**config.mk**
```make
export PLATFORM = sky130hd
export DESIGN_NAME = alu_serial_ctrl_flat
export DESIGN_NICKNAME = d
export VERILOG_FILES = /design/src/rtl/alu_pkg.sv /design/src/rtl/alu_serial_ctrl_if.sv /design/src/rtl/alu_serial_slice.sv /design/src/rtl/alu_serial_ctrl.sv /design/src/flat_wrapper.sv
export SDC_FILE = /design/constraint.sdc
export NUM_CORES = 1
export LEC_CHECK = 0
export CAP_MARGIN = 15
export CORE_ASPECT_RATIO = 0.5
export CORE_UTILIZATION = 30
export CTS_CLUSTER_SIZE = 16
export DETAILED_ROUTE_END_ITERATION = 8
export GPL_TIMING_DRIVEN = 0
export PLACE_DENSITY = 0.62
export SKIP_CTS_REPAIR_TIMING = 1
export SYNTH_ARGS = -nofsm -noshare
export SYNTH_HDL_FRONTEND = slang
export SYNTH_SLANG_ARGS = --single-unit
```
**constraint.sdc**
```tcl
create_clock -name clk -period 1.9 [get_ports clk]
set_clock_uncertainty 0.2 [all_clocks]
set_input_delay 0.38 -clock clk [delete_from_list [all_inputs] [get_ports clk]]
set_output_delay 0.38 -clock clk [all_outputs]
set_load 0.03 [all_outputs]
```
**src/rtl/alu_pkg.sv**
```systemverilog
// Shared opcodes, FSM state type and opcode decode helpers for the bit-serial ALU.
package alu_pkg;

  localparam logic [2:0] OP_ADD = 3'b000;
  localparam logic [2:0] OP_SUB = 3'b001;
  localparam logic [2:0] OP_AND = 3'b010;
  localparam logic [2:0] OP_OR  = 3'b100;
  localparam logic [2:0] OP_XOR = 3'b110;

  typedef enum logic [1:0] {IDLE, SHIFT, DONE} state_t;

  // Low for the xor encodings (11x).
  function automatic logic is_arith(input logic [2:0] op);
    return ~(op[1] & op[2]);
  endfunction

  // 001, 011 and 101 all run as subtract.
  function automatic logic is_sub(input logic [2:0] op);
    return op[0] & is_arith(op);
  endfunction

  // Operations that propagate a carry between bits.
  function automatic logic uses_carry(input logic [2:0] op);
    return (op == OP_ADD) | is_sub(op);
  endfunction

endpackage

```
**src/rtl/alu_serial_ctrl_if.sv**
```systemverilog
// Request/response bundle between a requester and the bit-serial ALU sequencer.
interface alu_serial_ctrl_if #(parameter int WIDTH = 8);
  logic             in_valid;
  logic             in_ready;
  logic [2:0]       op;
  logic [WIDTH-1:0] a;
  logic [WIDTH-1:0] b;
  logic             out_valid;
  logic             out_ready;
  logic [WIDTH-1:0] result;
  logic             carry_out;
  logic             zero_flag;
  logic             busy;

  modport master (
    output in_valid, op, a, b, out_ready,
    input  in_ready, out_valid, result, carry_out, zero_flag, busy
  );

  modport slave (
    input  in_valid, op, a, b, out_ready,
    output in_ready, out_valid, result, carry_out, zero_flag, busy
  );
endinterface

```
**src/rtl/alu_serial_slice.sv**
```systemverilog
// Combinational 1-bit ALU slice: full adder (b inverted for sub) plus bitwise ops.
module alu_serial_slice
  import alu_pkg::*;
(
  input  logic       i_a,
  input  logic       i_b,
  input  logic       i_cin,
  input  logic [2:0] i_op,
  output logic       o_res,
  output logic       o_cout
);
  logic w_sub, w_arith;
  logic w_bx, w_axb, w_sum, w_g, w_p, w_maj;
  logic w_and, w_or, w_xor;

  assign w_sub   = is_sub(i_op);
  assign w_arith = uses_carry(i_op);

  // Full adder on (a, b^sub, cin): carry = a&bx | (a^bx)&cin.
  xor g_bx  (w_bx,  i_b,   w_sub);
  xor g_axb (w_axb, i_a,   w_bx);
  xor g_sum (w_sum, w_axb, i_cin);
  and g_gen (w_g,   i_a,   w_bx);
  and g_prp (w_p,   w_axb, i_cin);
  or  g_maj (w_maj, w_g,   w_p);

  and g_and (w_and, i_a, i_b);
  or  g_or  (w_or,  i_a, i_b);
  xor g_xor (w_xor, i_a, i_b);

  // Result select; logic ops never produce a carry.
  always_comb begin
    o_res  = w_xor;
    o_cout = w_arith & w_maj;
    if (w_arith)             o_res = w_sum;
    else if (i_op == OP_AND) o_res = w_and;
    else if (i_op == OP_OR)  o_res = w_or;
  end
endmodule

```
**src/rtl/alu_serial_ctrl.sv**
```systemverilog
// Bit-serial ALU sequencer: latches an operand pair, walks it LSB-first through
// one slice per clock with a registered carry, then presents result and flags.
module alu_serial_ctrl
  import alu_pkg::*;
#(
  parameter int WIDTH = 8
) (
  input  logic clk,
  input  logic reset_n,
  alu_serial_ctrl_if.slave bus
);
  localparam int CNT_W = $clog2(WIDTH);

  state_t           r_state;
  logic [CNT_W-1:0] r_cnt;
  logic             r_carry;
  logic [2:0]       r_op;
  logic [WIDTH-1:0] r_a, r_b, r_res;
  logic             r_in_ready, r_out_valid, r_busy, r_carry_out, r_zero;

  logic             w_res, w_cout;
  logic [WIDTH-1:0] w_res_next;

  alu_serial_slice u_slice (
    .i_a    (r_a[0]),
    .i_b    (r_b[0]),
    .i_cin  (r_carry),
    .i_op   (r_op),
    .o_res  (w_res),
    .o_cout (w_cout)
  );

  // New result bit enters at the MSB so bit 0 lands at position 0 after WIDTH shifts.
  assign w_res_next = {w_res, r_res[WIDTH-1:1]};

  // Sequencer FSM with registered handshake outputs and flags.
  always_ff @(posedge clk) begin
    if (!reset_n) begin
      r_state     <= IDLE;
      r_cnt       <= '0;
      r_carry     <= 1'b0;
      r_op        <= '0;
      r_a         <= '0;
      r_b         <= '0;
      r_res       <= '0;
      r_in_ready  <= 1'b1;
      r_out_valid <= 1'b0;
      r_busy      <= 1'b0;
      r_carry_out <= 1'b0;
      r_zero      <= 1'b0;
    end else begin
      case (r_state)
        IDLE: begin
          if (bus.in_valid) begin
            r_a        <= bus.a;
            r_b        <= bus.b;
            r_op       <= bus.op;
            r_cnt      <= '0;
            r_carry    <= is_sub(bus.op);  // +1 of two's-complement negate
            r_state    <= SHIFT;
            r_in_ready <= 1'b0;
            r_busy     <= 1'b1;
          end
        end
        SHIFT: begin
          r_a     <= r_a >> 1;
          r_b     <= r_b >> 1;
          r_res   <= w_res_next;
          r_carry <= w_cout;
          r_cnt   <= r_cnt + 1'b1;
          if (r_cnt == CNT_W'(WIDTH-1)) begin
            r_state     <= DONE;
            r_out_valid <= 1'b1;
            r_carry_out <= w_cout;
            r_zero      <= ~|w_res_next;
          end
        end
        DONE: begin
          if (bus.out_ready) begin
            r_state     <= IDLE;
            r_out_valid <= 1'b0;
            r_in_ready  <= 1'b1;
            r_busy      <= 1'b0;
          end
        end
        default: r_state <= IDLE;
      endcase
    end
  end

  assign bus.in_ready  = r_in_ready;
  assign bus.out_valid = r_out_valid;
  assign bus.result    = r_res;
  assign bus.carry_out = r_carry_out;
  assign bus.zero_flag = r_zero;
  assign bus.busy      = r_busy;
endmodule

```
**src/flat_wrapper.sv**
```systemverilog
// flat-port wrapper written by rule: the top's interface ports become plain ports
module alu_serial_ctrl_flat import alu_pkg::*;
#(
  parameter int WIDTH = 8
)
  (clk, reset_n, bus_in_valid, bus_op, bus_a, bus_b, bus_out_ready, bus_in_ready, bus_out_valid, bus_result, bus_carry_out, bus_zero_flag, bus_busy);
  alu_serial_ctrl_if #(.WIDTH(WIDTH)) bus_i ();
  input  logic clk;
  input  logic reset_n;
  input wire logic [$bits(bus_i.in_valid)-1:0] bus_in_valid;
  input wire logic [$bits(bus_i.op)-1:0] bus_op;
  input wire logic [$bits(bus_i.a)-1:0] bus_a;
  input wire logic [$bits(bus_i.b)-1:0] bus_b;
  input wire logic [$bits(bus_i.out_ready)-1:0] bus_out_ready;
  output wire logic [$bits(bus_i.in_ready)-1:0] bus_in_ready;
  output wire logic [$bits(bus_i.out_valid)-1:0] bus_out_valid;
  output wire logic [$bits(bus_i.result)-1:0] bus_result;
  output wire logic [$bits(bus_i.carry_out)-1:0] bus_carry_out;
  output wire logic [$bits(bus_i.zero_flag)-1:0] bus_zero_flag;
  output wire logic [$bits(bus_i.busy)-1:0] bus_busy;
  assign bus_i.in_valid = bus_in_valid;
  assign bus_i.op = bus_op;
  assign bus_i.a = bus_a;
  assign bus_i.b = bus_b;
  assign bus_i.out_ready = bus_out_ready;
  assign bus_in_ready = bus_i.in_ready;
  assign bus_out_valid = bus_i.out_valid;
  assign bus_result = bus_i.result;
  assign bus_carry_out = bus_i.carry_out;
  assign bus_zero_flag = bus_i.zero_flag;
  assign bus_busy = bus_i.busy;
  alu_serial_ctrl #(.WIDTH(WIDTH)) u_core (.clk(clk), .reset_n(reset_n), .bus(bus_i));
endmodule
```
==> qor.csv <==
stage;metric;value;unit
status;status;complete, but fails checks;
status;failed_checks;negative setup slack;
grt;grt_overflow;0;
synthesis;synth_fa_ha_area_frac;0.04017;
timing;hold_viol_final;0;
worst_setup_path;critPathLaunch;u_core.r_op[2];
worst_setup_path;crit_type;flop to flop;
timing;fmax;457.6;MHz
synthesis;synth_common_cells;nand2_1 (61), dfxtp_1 (38), o21ai_0 (21), a31oi_1 (15);
worst_setup_path;cpLargestDelayFamily;multiplexers;
synthesis;synth_area_leader_cell;dfxtp_1;
floorplan;ioPinCount;36;
final_layout;fin_nets;288;
synthesis;muxShareOfSynthArea;0.01220;
synthesis;synthSimpleGateAreaFrac;0.2174;
synthesis;synth_top_area_share;0.4362;
synthesis;synth.area.top_cells;dfxtp_1 (44%), nand2_1 (13%), o21ai_0 (6.0%), a31oi_1 (5.4%), a21boi_0 (3.9%);
timing;holdWs;250.3;ps
grt;track_usage;0.1464;
routing;vias_per_cell;4.841;
clock_network;clk_pin_slew;50;ps
worst_setup_path;cp_data_required_time;1870;ps
place;port_buffers;35;
grt;grt_first_pass_wirelength;6900;um
place;gp_congestion;0.8005;
synthesis;syn-num-nets;242;
worst_setup_path;cp_max_fo;5;
routing;routedWlPerCell;12.49;um
grt;grt_max_degree;12;
synthesis;synth_seq_cells;38;
clock_network;cts_tree;built;
timing;slew_viol_final;0;
synthesis;synth_edf_count;0;
clock_network;h-tree-depth;2;
power;p_leak;1.072;nW
final_layout;postLayoutCoreUtil;0.4434;
floorplan;die_h;55.92;um
floorplan;start_util;0.3149;
routing;dr.pass1.iters;4;
worst_setup_path;path_buf_inv;0;
synthesis;synthCells;214;
synthesis;ys_seq_area_frac;0.4362;
timing;final-setup-viol-count;4;
worst_setup_path;arrival;2150;ps
timing;finalSetupTns;-666.8;ps
routing;drt-total-wl;4172;um
synthesis;async_flop_share;0;
clock_network;cts.sinks;38;
final_layout;areaGrowthSynthToFinish;40.82;%
synthesis;synth_top_family_by_area;compound AO/OA/AOI/OAI gates;
worst_setup_path;cpMaxStageDelayCell;fa_1;
hold_path;worstHoldStart;u_core.bus.result[0];
worst_setup_path;crit_chain;nand2_2 -> nand2_2 -> xnor2_2 -> fa_1 -> mux2_4 -> mux2i_4 -> a211oi_2 -> a31o_2;
worst_setup_path;start_kind;flop;
floorplan;num_rows;19;
timing;fin_ws;-285.3;ps
routing;dr_total_vias;1617;
floorplan;core;5539;um2
place;pre_cts_ws;-279.5;ps
hold_path;hp-class;flop to flop;
final_layout;drive_above_1_share;0.1456;
grt;first_global_vias;1508;
power;power_density;865.5;nW/um2
routing;dr.first_iter.drc_count;52;
synthesis;avgSynthCellArea;8.150;um2
power;ir_worst_vdd;0.0003837;V
routing;antenna_left;0;
timing;rsz0062_at_grt;true;
clock_network;clockBufferDepth;2;
clock_network;cts_made_buffers;5;
clock_network;worstSkewPairLatency;270;ps
worst_setup_path;timing.rr.start;u_core.r_op[2];
timing;max_slew_margin;0.6997;
synthesis;synth-xor-area-share;0.005022;
worst_setup_path;path_common_cell;nand2_2;
worst_setup_path;slowest_delay;450;ps
power;finalPower;0.002126;W
grt;antenna_found_initial;0;
routing;drc;0;
synthesis;yosys_warnings;0;
final_layout;n_antenna_cell;0;
synthesis;yosysMostFrequentCell;nand2_1;
place;hpwlAfterDp;2960;um
synthesis;synth_compound_area_frac;0.2202;
clock_network;cts_root_buf;clkbuf_16;
synthesis;synthFlopType;dfxtp_1;
worst_setup_path;endpoint_kind;flop;
timing;period_share;1.150;
synthesis;syn_area;1744;um2
job;maxCapViolCount;0;
floorplan;die-area;6141;um2
synthesis;synth.distinct_cells;31;
timing;tightest_slew;450.4;ps
timing;min_period;2185;ps
floorplan;die_width;109.8;um
## worst min-delay path, stage by stage, from the launching register on
cell and delay [ps]:
dfxtp_1 300, nand2_1 50, a21boi_1 50
## sequential cells by signal (all words and copies together), names as in the netlist
signal,flops
u_core.bus.busy,1
u_core.bus.carry_out,1
u_core.bus.in_ready,1
u_core.bus.out_valid,1
u_core.bus.result,8
u_core.bus.zero_flag,1
u_core.r_a,8
u_core.r_b,8
u_core.r_carry,1
u_core.r_cnt,3
u_core.r_op,3
u_core.r_state,2
## per-layer routing
layer  track usage  vias to the layer above  part of all wire
li1              -                      822                 -
met5             0                        -                 0
met4       0.05143                        0             0.014
met2        0.2321                       30              0.46
met1        0.1969                      759              0.48
met3       0.03044                        6             0.042
## area by class of cell
class	instances	area, um2
multi-input cells	155	902.1
inverters	5	18.77
flip-flops and latches	38	769.5
well taps	73	91.34
fillers	535	3083
clock buffers	8	166.4
repair buffers	39	405.4
plain buffers	16	102.6
## metrics by stage
step	instances	area, um2
6_report	334	2456
4_1_cts	330	2356
5_1_grt	334	2456
2_1_floorplan	214	1748
3_3_place_gp	322	2190
3_5_place_dp	322	2190
## logic make-up after synthesis
kind of cell / count (synthesis)
buffers and inverters: 21
AOI/OAI and AO/OA: 62
and+or+nand+nor: 85
adders and majority gates: 5
muxes: 2
DFF: 38
xor gates and xnor gates: 1
## placed cells by master, fill, tap and decap left out, types with 6 or more instances in the layout
cell / n
a31oi_1: 15
dlymetal6s2s_1: 10
a21boi_1: 8
clkdlybuf4s50_1: 25
nand2_1: 59
a21boi_0: 9
buf_2: 6
dfxtp_1: 35
o21ai_0: 19
nand3_1: 9
## final timing paths
kind                            slack [ps]  cells past startpoint                    to
worst max register to register        -290                      8  u_core.bus.result[7]
worst max-delay path                  -290                      8  u_core.bus.result[7]
worst min-delay path                   250                      2  u_core.bus.result[0]
worst min register to register         250                      2  u_core.bus.result[0]
## power breakdown
part           switching (W)  internal [W]  total, W
logic               0.000174      0.000172  0.000347
clock network       0.000300      0.000593  0.000894
registers          0.0000376      0.000848  0.000886
total               0.000512       0.00161   0.00213
No activity file was read; power rests on OpenSTA's default activity.
==> patch: new RTL, config.mk and constraints unchanged <==
Re-encode `state_t` (3 states) as one-hot, 3 bits wide.
--- a/src/rtl/alu_pkg.sv
+++ b/src/rtl/alu_pkg.sv
@@ -9,3 +9,3 @@
 
-  typedef enum logic [1:0] {IDLE, SHIFT, DONE} state_t;
+  typedef enum logic [2:0] {IDLE = 3'b001, SHIFT = 3'b010, DONE = 3'b100} state_t;
 
Formal check against the unedited RTL: no difference found for any inputs over 10 cycles, from zero or initial values and one cycle with reset_n low; not proved beyond that.
==> patch against the unedited design <==
  * The run still ends with setup timing left
  * Die area up 1.6%
  * Synthesized area increased by 1.6%
  * Power is 0.11% higher
  * Sequential cell count rose by 1
  * Worst setup slack gained 0.15 ns
  * Largest cell class unchanged
  * Cell area increased by 0.92%
  * Routed wire length decreased by 9.3%
==> patch: results (changes against the unedited design) <==
[power]
ir_drop_mv = 0.491  ; +28%
p_sw_uw = 466  ; -9.1%
leakage_uw = 0.00106  ; -1.4%
power_frac_clock = 0.452  ; +0.032
p_comb_uw = 278  ; -20%

[layout]
stdcell_count = 314  ; -6.0%
nNonClkBuffers = 50  ; -9.1%
seqCellArea_um2 = 790  ; +2.6%
non_clock_inverter_count = 4  ; -1
n_sequential_cell = 39  ; +2.6%
multi_input_cells = 140  ; -9.7%
multiInputGateArea_um2 = 948  ; +5.1%
final_cell_area_um2 = 2480  ; +0.92%
fin_nets = 268  ; -6.9%
final-clk-cell-share = 0.0702  ; +0.00241
n_clock_buffer = 6  ; -2
drive_gt1_frac = 0.149  ; +0.00378
bufAreaShareNonClock = 0.186  ; -0.0211

[sta]
setup_ws_ns = -0.132  ; +0.154 ns
setup_viol = 3  ; -1
relSlewSlack = 0.687  ; -0.0123
whs_ns = 0.249  ; -0.00179 ns
tns_ns = -0.269  ; +0.398 ns

[yosys]
yosysSeqAreaShare = 0.440  ; +0.00421
synthMuxAreaShare = 0.0903  ; +0.0781
post_synth_inst_count = 196  ; -8.4%
synthAdderAreaFrac = 0.0395  ; -0.000652
synth.distinct_cells = 37  ; +19%
synthTopCellsByArea = dfxtp_1 44%, mux2i_1 9.0%, a21oi_1 5.9%
synth_common_cells = 39 x dfxtp_1, 26 x nand2_1, 21 x a21oi_1
synth-xor-area-share = 0.00494  ; -0.0000815
syn_nets = 224  ; -7.4%

[status]
status = complete, but fails checks
violations = setup timing

[placement]
pre_cts_slack_ns = -0.207  ; +0.0724 ns
placement.io_buffers = 34  ; -2.9%
dp_hpwl_um = 2840  ; -4.2%
placed_area_um2 = 2230  ; +1.7%
dp_cells = 303  ; -5.9%
place_congestion = 0.734  ; -8.3%

[global_route]
grt_first_pass_wirelength_um = 6310  ; -8.6%
grt_max_degree = 13  ; +1
track_usage = 0.127  ; -0.0196

[critical_path]
critical_path.max_fanout = 4  ; -1
cp-startpoint = u_core.r_op[1]$_SDFFE_PN0P_
r2r_setup_slack_ns = -0.13  ; +0.15 ns
cp_data_arrival_time_ns = 1.99  ; -0.16 ns
cp_top_family = adder cells
critPathSlowestCell = fa_2

[drt]
finalWirelength_um = 3780  ; -9.3%
initialDrtViolationCount = 60  ; +15%

[hold_path]
hold_path_end = u_core.bus.out_valid$_SDFFE_PN0P_

-- patch: changes by cell type after synthesis, moves of 3 or more --
cell / unedited run / this run
nand2_1: 61 / 26
a21oi_1: 4 / 21
a31oi_1: 15 / 0
mux2i_1: 1 / 16
a21boi_1: 8 / 0
nand3_1: 9 / 1
nor2_1: 1 / 9
nor2b_1: 0 / 5
o21ai_0: 21 / 17
buf_2: 6 / 3
-- patch: layer usage --
| layer | up-vias | part of all wire | GRT usage |
|---|---|---|---|
| li1 | 769 | - | - |
| met1 | 686 | 0.48 | 0.154 |
| met2 | 19 | 0.48 | 0.218 |
| met3 | 2 | 0.036 | 0.0378 |
| met4 | 0 | 0.0045 | 0.0400 |
| met5 | - | 0 | 0 |
-- patch: worst min-delay path: stages, from the launching register on --
cell and delay (ns):
dfxtp_1 0.31, inv_1 0.05, a21oi_1 0.05
